File: config.mk
export PLATFORM = sky130hd
export DESIGN_NAME = dice_turn_ctrl
export DESIGN_NICKNAME = d
export VERILOG_FILES = /design/src/rtl/dice_turn_ctrl.sv
export SDC_FILE = /design/constraint.sdc
export NUM_CORES = 1
export LEC_CHECK = 0
export BUFFER_PORTS_ARGS = -buffer_cell sky130_fd_sc_hd__buf_4
export CAP_MARGIN = 20
export CORE_ASPECT_RATIO = 0.6
export CORE_MARGIN = 8
export CORE_UTILIZATION = 45
export DETAILED_ROUTE_END_ITERATION = 7
export SLEW_MARGIN = 30
export SYNTH_ARGS = -nofsm -noshare
export SYNTH_HDL_FRONTEND = slang
export SYNTH_SLANG_ARGS = --single-unit
File: constraint.sdc
create_clock -name clk -period 3.8 [get_ports clk]
set_input_delay 0 -clock clk [delete_from_list [all_inputs] [get_ports clk]]
set_output_delay 0 -clock clk [all_outputs]
set_load 0.01 [all_outputs]
File: src/rtl/dice_turn_ctrl.sv
// ----------------------------------------------------------------------------
// dice_turn_ctrl
//   Two-player dice game sequencer. The player whose turn it is holds a key
//   to spin the die and releases it to latch the face. Each face is added to
//   that player's score. The first player to reach WIN_SCORE ends the game.
//   A registered copy of pause freezes the external key debouncers.
// ----------------------------------------------------------------------------
module dice_turn_ctrl #(
    parameter int TICK_DIV  = 2_500_000, // clk cycles per animation step (>=2)
    parameter int MIN_STEPS = 20,        // animation steps before a roll may latch (>=1)
    parameter int WIN_SCORE = 30         // winning score threshold (1..255)
) (
    input  logic       clk,
    input  logic       rst_n,
    input  logic       pause,
    input  logic       new_game,
    input  logic       btn_p0,
    input  logic       btn_p1,
    output logic       db_stop,
    output logic [2:0] die_value,
    output logic       rolling,
    output logic       turn,
    output logic [7:0] score0,
    output logic [7:0] score1,
    output logic       game_over,
    output logic       winner
);

    localparam int TW = (TICK_DIV > 1) ? $clog2(TICK_DIV) : 1;
    localparam int SW = $clog2(MIN_STEPS + 1);

    typedef enum logic [1:0] {
        IDLE  = 2'd0,
        ROLL  = 2'd1,
        SCORE = 2'd2,
        DONE  = 2'd3
    } state_t;

    state_t        state;
    logic [TW-1:0] tick_cnt;
    logic [SW-1:0] step_cnt;
    logic          early;
    logic [1:0]    btn_d;
    // Low only until the first clock after reset. While low, the history is
    // loaded with the current key levels so a key held through reset is not
    // taken as a press.
    logic          primed;

    logic [1:0]    btn_now;
    logic [1:0]    press_vec;
    logic [1:0]    release_vec;
    logic          sel_press;
    logic          sel_release;
    logic          tick_wrap;
    logic          steps_done;
    logic [2:0]    next_die;
    logic [7:0]    cur_score;
    logic [8:0]    sum9;
    logic [7:0]    new_score;
    logic          win_hit;

    assign btn_now = {btn_p1, btn_p0};

    // rolling is a plain decode of the state register.
    assign rolling = (state == ROLL);

    // Edge detection, turn selection, animation and score arithmetic.
    always_comb begin
        // NOTE: every output of this block gets a default first, so no path can leave it unassigned and infer a latch.
        press_vec   = 2'b00;
        release_vec = 2'b00;
        if (primed) begin
            press_vec   = btn_now & ~btn_d;
            release_vec = ~btn_now & btn_d;
        end
        // Only the key of the player on turn is acted on.
        sel_press   = turn ? press_vec[1]   : press_vec[0];
        sel_release = turn ? release_vec[1] : release_vec[0];

        tick_wrap  = (tick_cnt == TW'(TICK_DIV - 1));
        steps_done = (step_cnt >= SW'(MIN_STEPS));
        next_die   = (die_value == 3'd6) ? 3'd1 : die_value + 3'd1;

        cur_score = turn ? score1 : score0;
        sum9      = {1'b0, cur_score} + {6'd0, die_value};
        new_score = sum9[8] ? 8'hFF : sum9[7:0];
        win_hit   = (new_score >= 8'(WIN_SCORE));
    end

    // Game FSM with its counters and registered outputs.
    always_ff @(posedge clk or negedge rst_n) begin
        // NOTE: sequential state uses non-blocking (<=) so all registers update together from the pre-edge values.
        if (!rst_n) begin
            state     <= IDLE;
            tick_cnt  <= '0;
            step_cnt  <= '0;
            early     <= 1'b0;
            btn_d     <= 2'b00;
            primed    <= 1'b0;
            die_value <= 3'd1;
            turn      <= 1'b0;
            score0    <= 8'd0;
            score1    <= 8'd0;
            game_over <= 1'b0;
            winner    <= 1'b0;
            db_stop   <= 1'b0;
        end else if (new_game) begin
            // new_game wins over pause and aborts any roll in flight.
            state     <= IDLE;
            tick_cnt  <= '0;
            step_cnt  <= '0;
            early     <= 1'b0;
            btn_d     <= btn_now;
            primed    <= 1'b1;
            die_value <= 3'd1;
            turn      <= 1'b0;
            score0    <= 8'd0;
            score1    <= 8'd0;
            game_over <= 1'b0;
            winner    <= 1'b0;
            db_stop   <= 1'b0;
        end else begin
            db_stop <= pause;

            // History holds through pause so edges made while paused are
            // seen on the first resumed cycle.
            if (!primed) begin
                btn_d  <= btn_now;
                primed <= 1'b1;
            end else if (!pause) begin
                btn_d <= btn_now;
            end

            if (!pause) begin
                unique case (state)
                    IDLE: begin
                        if (sel_press) begin
                            state    <= ROLL;
                            tick_cnt <= '0;
                            step_cnt <= '0;
                            early    <= 1'b0;
                        end
                    end

                    ROLL: begin
                        // Animation keeps running on the cycle that leaves
                        // ROLL; the face shown on entry to SCORE is scored.
                        if (tick_wrap) begin
                            tick_cnt  <= '0;
                            die_value <= next_die;
                            if (!steps_done) begin
                                step_cnt <= step_cnt + SW'(1);
                            end
                        end else begin
                            tick_cnt <= tick_cnt + TW'(1);
                        end

                        if ((sel_release || early) && steps_done) begin
                            state <= SCORE;
                        end else if (sel_release) begin
                            // Released too soon: remember it and latch as
                            // soon as the minimum step count is reached.
                            early <= 1'b1;
                        end
                    end

                    SCORE: begin
                        if (turn) begin
                            score1 <= new_score;
                        end else begin
                            score0 <= new_score;
                        end

                        if (win_hit) begin
                            state     <= DONE;
                            game_over <= 1'b1;
                            winner    <= turn;
                        end else begin
                            state <= IDLE;
                            turn  <= ~turn;
                        end
                    end

                    DONE: begin
                        // Game finished; only new_game or reset leaves here.
                    end

                    default: begin
                        state <= IDLE;
                    end
                endcase
            end
        end
    end

endmodule
==> results.yml, run 1 <==
final_layout:
  drive_gt1_share_pct: 19.7
  diodes: 0
  fillCellCount: 674
  nets: 385
  register_area_mm2: 0.00140
  area_growth_pct: 14.1
  multi_input_area_mm2: 0.00181
run_status:
  status: "finished, final reports clean"
worst_setup_path:
  crit_type: "reg -> reg"
  worstSetupEndpointType: "flip-flop"
  startpoint_type: "flip-flop"
  crit_required_ns: 4.02
  critPathArrivalTime_ns: 3.08
  rr_worst_depth: 9
  cp_max_fo: 4
sta:
  clock_skew_ns: 0.00960
  fin_setup_tns_ns: 0
  finalHoldViolCount: 0
  setup_violations: 0
  worst_pin_slew_ns: 0.923
  final-max-slew-violation-count: 0
  layout_min_cycle_time_ns: 2.86
  hold_slack_ns: 0.0525
  maxSlewHeadroom_pct: 38.3
  min_period_over_period_pct: 75.3
  rsz0062_at_grt: "no"
  fmax_mhz: 349
clock_tree:
  cts-root-buf: "clkbuf_16"
  cts_max_level: 2
  clk_latency_ns: 0.30
  cts_tree: "built"
  clock_sinks: 56
  cts.clk_slew.worst_paths_ns: 0.07
  numCtsBuffers: 5
  cts_buffer_depth: 2
  cts_resized: 0
yosys:
  avgSynthCellArea_um2: 9.80
  dominantRegCellSynth: "dfrtp_1"
  ys_seq_area_share_pct: 42.2
  syn-num-nets: 355
  ys_warn_count: 0
  ys_ff_latch: 56
  yosysTopAreaCell: "dfrtp_1"
  synth_top_area_share_pct: 41.4
  syn_inst: 339
  synth_edf_count: 0
  synth_area_leaders: "dfrtp_1 41%, mux2_2 5.4%, ha_1 3.4%"
  synthArstFlopShare_pct: 100
  yosysUniqueCellTypes: 67
  synth_area_mm2: 0.00332
floorplan:
  placeableCoreArea_mm2: 0.00721
  rows: 24
  start_util_pct: 46.1
  die_w_um: 127
  io_pins: 30
  dieArea_mm2: 0.0105
  dieHeight_um: 82.5
hold_path:
  min_path_type: "in -> reg"
  worstHoldPathCells: 2
power:
  swShare_pct: 24.9
  p_per_area_mw_per_mm2: 327
  internal_power_uw: 931
  vdd_drop_max_mv: 0.179
  clock_power_share_pct: 38.7
  seq_power_share_pct: 50.2
  p_leak_uw: 0.00162
  net-switching-power_uw: 309
  comb_power_share_pct: 11.1
drt:
  ant_nets: 0
  drtIter0Drc: 207
  first_pass_iters: 4
  vias: 2627
  routed_via_density: 5.70
  wire_per_inst_um: 16.8
  drcViolationCount: 0
  wirelength_mm: 7.75
place:
  gp_congestion: 0.801
  dp_hpwl_mm: 5.51
  port_buffers: 29
global_routing:
  grt_pass1_wl_mm: 12.9
  antenna_found_initial: 0
  grt_max_degree: 57
  first_global_vias: 2446
  grt_util_all_layers_pct: 15.4
  grt_overflow: 0
flow_run:
  cap_violations: 0
flip-flops by register name, indices dropped and copies added (netlist names), 2 cells and up:
register and cells:
tick_cnt 22, score0 8, score1 8, step_cnt 5
die_value 3, btn_d 2, state 2
timing repair:
item | in CTS | in global routing
hold endpoints to repair | 57 | 0
buffers inserted | 0 | 0
hold buffers | 3 | 0
endpoints found under the setup margin | 0 | 0
synthesized netlist by cell type, drive strengths merged (7+ instances only):
master,number
dfrtp,55
nand2,29
nor2,28
o21ai,25
a21oi,21
mux2,17
nand3,15
o31ai,13
xor2,11
ha,9
inv,8
buf,7
nand4,7
final cells by class:
type	instances	share of cell area, %
inverters	8	0.793
clock buffers	7	3.76
clock inverters	1	0.198
repair buffers	36	7.33
multi-input cells	262	47.9
well taps	91	3.01
flip-flops and latches	56	37.0
power groups by stage:
stage | clock network, uW | registers (uW) | logic, uW
final | 479 | 622 | 138
after global routing | 520 | 625 | 153
after CTS | 495 | 623 | 139
after global placement | 0 | 634 | 134
after floorplan | 0 | 638 | 73.6
after detailed placement | 0 | 634 | 136
cells by family after synthesis:
kind of cell	count (synthesis)	synth area share, %
and+or+nand+nor	128	21.7
AOI/OAI and AO/OA	87	17.6
DFF	56	42.2
muxes	23	7.80
buffers and inverters	21	3.13
xor gates and xnor gates	13	3.43
adders and majority gates	10	3.99
other	1	0.113
routing by layer:
layer | up-vias | GRT usage [%] | share of wire, %
met4 | 0 | 3.07 | 0.46
li1 | 1314 | - | -
met3 | 5 | 4.10 | 4.9
met2 | 51 | 19.7 | 36
met5 | - | 0 | 0
met1 | 1257 | 24.5 | 59
stage by stage:
step | utilization (%) | power (uW) | setup WS [ns] | std cells | cell area, um2
CTS | 52.6 | 1260 | 0.958 | 461 | 3790
finish | 52.6 | 1240 | 0.938 | 461 | 3790
detailed placement | 50.1 | 770 | 0.982 | 450 | 3610
floorplan | - | 712 | 0.837 | 339 | 3320
global placement | 50.1 | 768 | 1.03 | 450 | 3610
global route | 52.6 | 1300 | 0.666 | 461 | 3790
cell usage in the layout (no fill, tap or decap), types with 2 or more instances in the layout:
cell           synthesis  final
dfrtp_1               55     55
buf_4                  2     33
nand2_1               28     28
nor2_1                27     27
o21ai_0               21     21
a21oi_1               19     19
mux2_2                16     16
nand3_1               15     15
o31ai_1               13     13
xor2_1                11     11
ha_1                   9      9
inv_1                  8      8
nand4_1                7      7
o211ai_1               6      6
nand2b_1               6      6
or3_1                  6      6
a31oi_1                6      6
mux2i_1                5      5
nor3_1                 5      5
clkbuf_16              0      5
nor2b_1                4      4
nand4bb_1              3      3
nor4_2                 3      3
and4_1                 3      3
o21ai_1                3      3
dlygate4sd3_1          0      3
nand3b_1               2      2
xnor2_1                2      2
nor3b_1                2      2
and3_1                 2      2
and2b_1                2      2
o21bai_1               2      2
o2111ai_1              2      2
o211a_1                2      2
worst max-delay path, stage by stage, from the launching register on:
cell,delay [ns]
dfrtp_1,0.43
mux2_2,0.36
ha_1,0.21
fa_1,0.41
a21oi_1,0.33
nor4_2,0.09
mux2i_1,0.33
o31ai_1,0.19
o21ai_1,0.23
mux2i_1,0.20
final timing paths:
kind | startpoint | to | slack (ns)
worst max-delay path | turn | winner | 0.94
worst min-delay path | pause | db_stop | 0.05
worst min register to register | score1[2] | score1[2] | 0.51
min in group asynchronous | rst_n | step_cnt[0] | 0.31
max in group asynchronous | rst_n | tick_cnt[10] | 3.01
worst max register to register | turn | winner | 0.94
Note: power is estimated with default switching activity, not from simulation.
==> run 2, diff against run 1 <==
--- a/config.mk
+++ b/config.mk
@@ -5,12 +5,14 @@
 export SDC_FILE = /design/constraint.sdc
 export NUM_CORES = 1
 export LEC_CHECK = 0
+export ABC_AREA = 1
 export BUFFER_PORTS_ARGS = -buffer_cell sky130_fd_sc_hd__buf_4
 export CAP_MARGIN = 20
 export CORE_ASPECT_RATIO = 0.6
 export CORE_MARGIN = 8
 export CORE_UTILIZATION = 45
 export DETAILED_ROUTE_END_ITERATION = 7
+export PLACE_DENSITY = 0.65
 export SLEW_MARGIN = 30
 export SYNTH_ARGS = -nofsm -noshare
 export SYNTH_HDL_FRONTEND = slang
==> constraint.sdc (replaced) <==
create_clock -name clk -period 2.4 [get_ports clk]
set_input_delay 0 -clock clk [delete_from_list [all_inputs] [get_ports clk]]
set_output_delay 0 -clock clk [all_outputs]
set_load 0.01 [all_outputs]
==> results.yml, run 2 <==
yosys:
  yosysUniqueCellTypes: 43
  yosysTopAreaCell: "dfrtp_1"
  synth_edf_count: 0
  avgSynthCellArea_um2: 7.31
  synth_area_leaders: "dfrtp_1 38%, nand2_1 14%, inv_1 6.4%"
  synthArstFlopShare_pct: 100
  ys_top_cells_by_count: "132 x nand2_1, 62 x inv_1, 55 x dfrtp_1, 55 x nor2_1, 33 x nand3_1"
  synth_area_mm2: 0.00364
  syn-num-nets: 514
  ys_seq_area_share_pct: 38.5
  dominantRegCellSynth: "dfrtp_1"
  syn_inst: 498
  synthMostInstantiatedCell: "nand2_1"
  synth_top_area_share_pct: 37.8
  ys_warn_count: 0
  ys_ff_latch: 56
sta:
  min_period_over_period_pct: 92.9
  fmax_mhz: 449
  maxSlewHeadroom_pct: 51.2
  worst_pin_slew_ns: 0.732
  final-max-slew-violation-count: 0
  fin_ws_ns: 0.171
  fin_setup_tns_ns: 0
  finalHoldViolCount: 0
  setup_violations: 0
  clock_skew_ns: 0.00457
  layout_min_cycle_time_ns: 2.23
  rsz0062_at_grt: "no"
final_layout:
  final_common_cell: "nand2_1"
  largest-register: "tick_cnt"
  drive_gt1_share_pct: 16.6
  utilization_pct: 54.0
  final_cell_mix: "131 x nand2_1, 62 x inv_1, 55 x dfrtp_1"
  area_growth_pct: 16.4
  diodes: 0
  largest_reg_flops: 22
  reg_top3: "tick_cnt (22), score0 (8), score1 (8)"
  nets: 557
worst_setup_path:
  worstSetupEndpointType: "flip-flop"
  crit_type: "reg -> reg"
  startpoint_type: "flip-flop"
  crit_required_ns: 2.60
  cp_max_fo: 9
  critPathArrivalTime_ns: 2.42
clock_tree:
  cts_buffer_depth: 2
  cts-root-buf: "clkbuf_16"
  numCtsBuffers: 5
  cts_max_level: 2
  cts_tree: "built"
  clk_latency_ns: 0.30
  cts.clk_slew.worst_paths_ns: 0.07
  clock_sinks: 56
drt:
  drcViolationCount: 0
  vias: 3376
  wirelength_mm: 9.34
  first_pass_iters: 5
  ant_nets: 0
  routed_via_density: 5.19
  drtIter0Drc: 315
  wire_per_inst_um: 14.4
place:
  dp_hpwl_mm: 7.06
  gp_congestion: 0.917
  port_buffers: 29
  place_ws_ns: 0.0976
global_routing:
  grt_use_met1_pct: 26.4
  grt_util_all_layers_pct: 16.8
  grt_use_met2_pct: 21.7
  grt_busiest_layer: "met1"
  grt_pass1_wl_mm: 15.7
  antenna_found_initial: 0
  grt_overflow: 0
  first_global_vias: 3001
  grt_max_degree: 57
  gr-usage-met3_pct: 4.73
floorplan:
  rows: 25
  dieArea_mm2: 0.0113
  start_util_pct: 46.4
  dieHeight_um: 85.7
  placeableCoreArea_mm2: 0.00785
  die_w_um: 132
  io_pins: 30
power:
  vdd_drop_max_mv: 0.355
  p_leak_uw: 0.00204
  p_per_area_mw_per_mm2: 773
flow_run:
  cap_violations: 0
hold_path:
  min_path_type: "in -> async"
run_status:
  status: "finished, final reports clean"
-- run 2: cell count changes in the layout (fill, tap and decap cells not counted), sizes merged, moves of 13 or more --
cell,change
nand2,+117
inv,+58
nor2,+35
nand3,+20
mux2,-17
o21ai,+15
o31ai,-13
-- run 2: report_power, final --
part / switching [uW] / internal (uW)
clock: 354 / 492
sequential: 114 / 1060
combinational: 797 / 456
total: 1270 / 2010
-- run 2: cell families (layout without fill, tap and decap cells) --
kind of cell	Yosys count	after routing	synth area share [%]
buf+inv	78	122	9.45
other cells	1	1	0.103
compound gates	59	59	8.86
xor+xnor	10	10	2.40
simple gates	284	284	37.0
fa+ha+maj	10	10	3.64
flops	56	56	38.5
-- run 2: metrics by stage --
step / hold WS [ns] / power, uW / area, um2 / cells
2_1_floorplan: -0.296 / 2010 / 3640 / 498
3_3_place_gp: 0.113 / 2400 / 3990 / 635
3_5_place_dp: 0.113 / 2410 / 3990 / 635
4_1_cts: 0.337 / 3260 / 4210 / 648
5_1_grt: 0.401 / 3490 / 4240 / 650
6_report: 0.337 / 3280 / 4240 / 650
-- run 2: layout make-up --
cell class,instances,area [um2]
clock buffer,5,125
sequential,56,1400
timing repair buffer,47,365
inverter,67,256
fill,755,3610
tap,108,135
multi-input combinational,364,1910
clock inverter,3,42.5
-- run 2: timing repair --
| item | in CTS | in global routing |
|---|---|---|
| setup endpoints to repair | 0 | 6 |
| resized for setup | 0 | 5 |
| hold buffers | 5 | 0 |
| buffers inserted | 0 | 2 |
| endpoints found under the hold margin | 59 | 0 |
-- run 2: worst paths after layout --
kind / start / endpoint / slack (ns) / depth (start not counted)
worst max-delay path: turn / turn / 0.17 / 16
worst min-delay path: rst_n / die_value[1] / 0.34 / 2
worst max register to register: turn / turn / 0.17 / 16
worst min register to register: score1[0] / score1[0] / 0.51 / 2
max in group asynchronous: rst_n / score0[6] / 1.58 / 2
min in group clk: btn_p1 / btn_d[1] / 0.49 / 4
-- run 2: routing by layer --
metal,part of all wire [%],up-vias
met5,0,-
met4,0.66,0
met3,8.0,6
met2,37,132
met1,54,1557
li1,-,1681
-- run 2: critical path, stage by stage (launching register included) --
cell and delay (ns):
dfrtp_1 0.40, buf_4 0.16, nand2_1 0.05, nand2_1 0.09, fa_2 0.39, nand2_1 0.10, nand2_2 0.09, nand2_4 0.09
nor2_4 0.04, nand2_4 0.10, nand2_1 0.09, nor2_2 0.15, nand3_2 0.13, nor2_1 0.10, nand2_1 0.05, nand2_1 0.05
inv_1 0.04
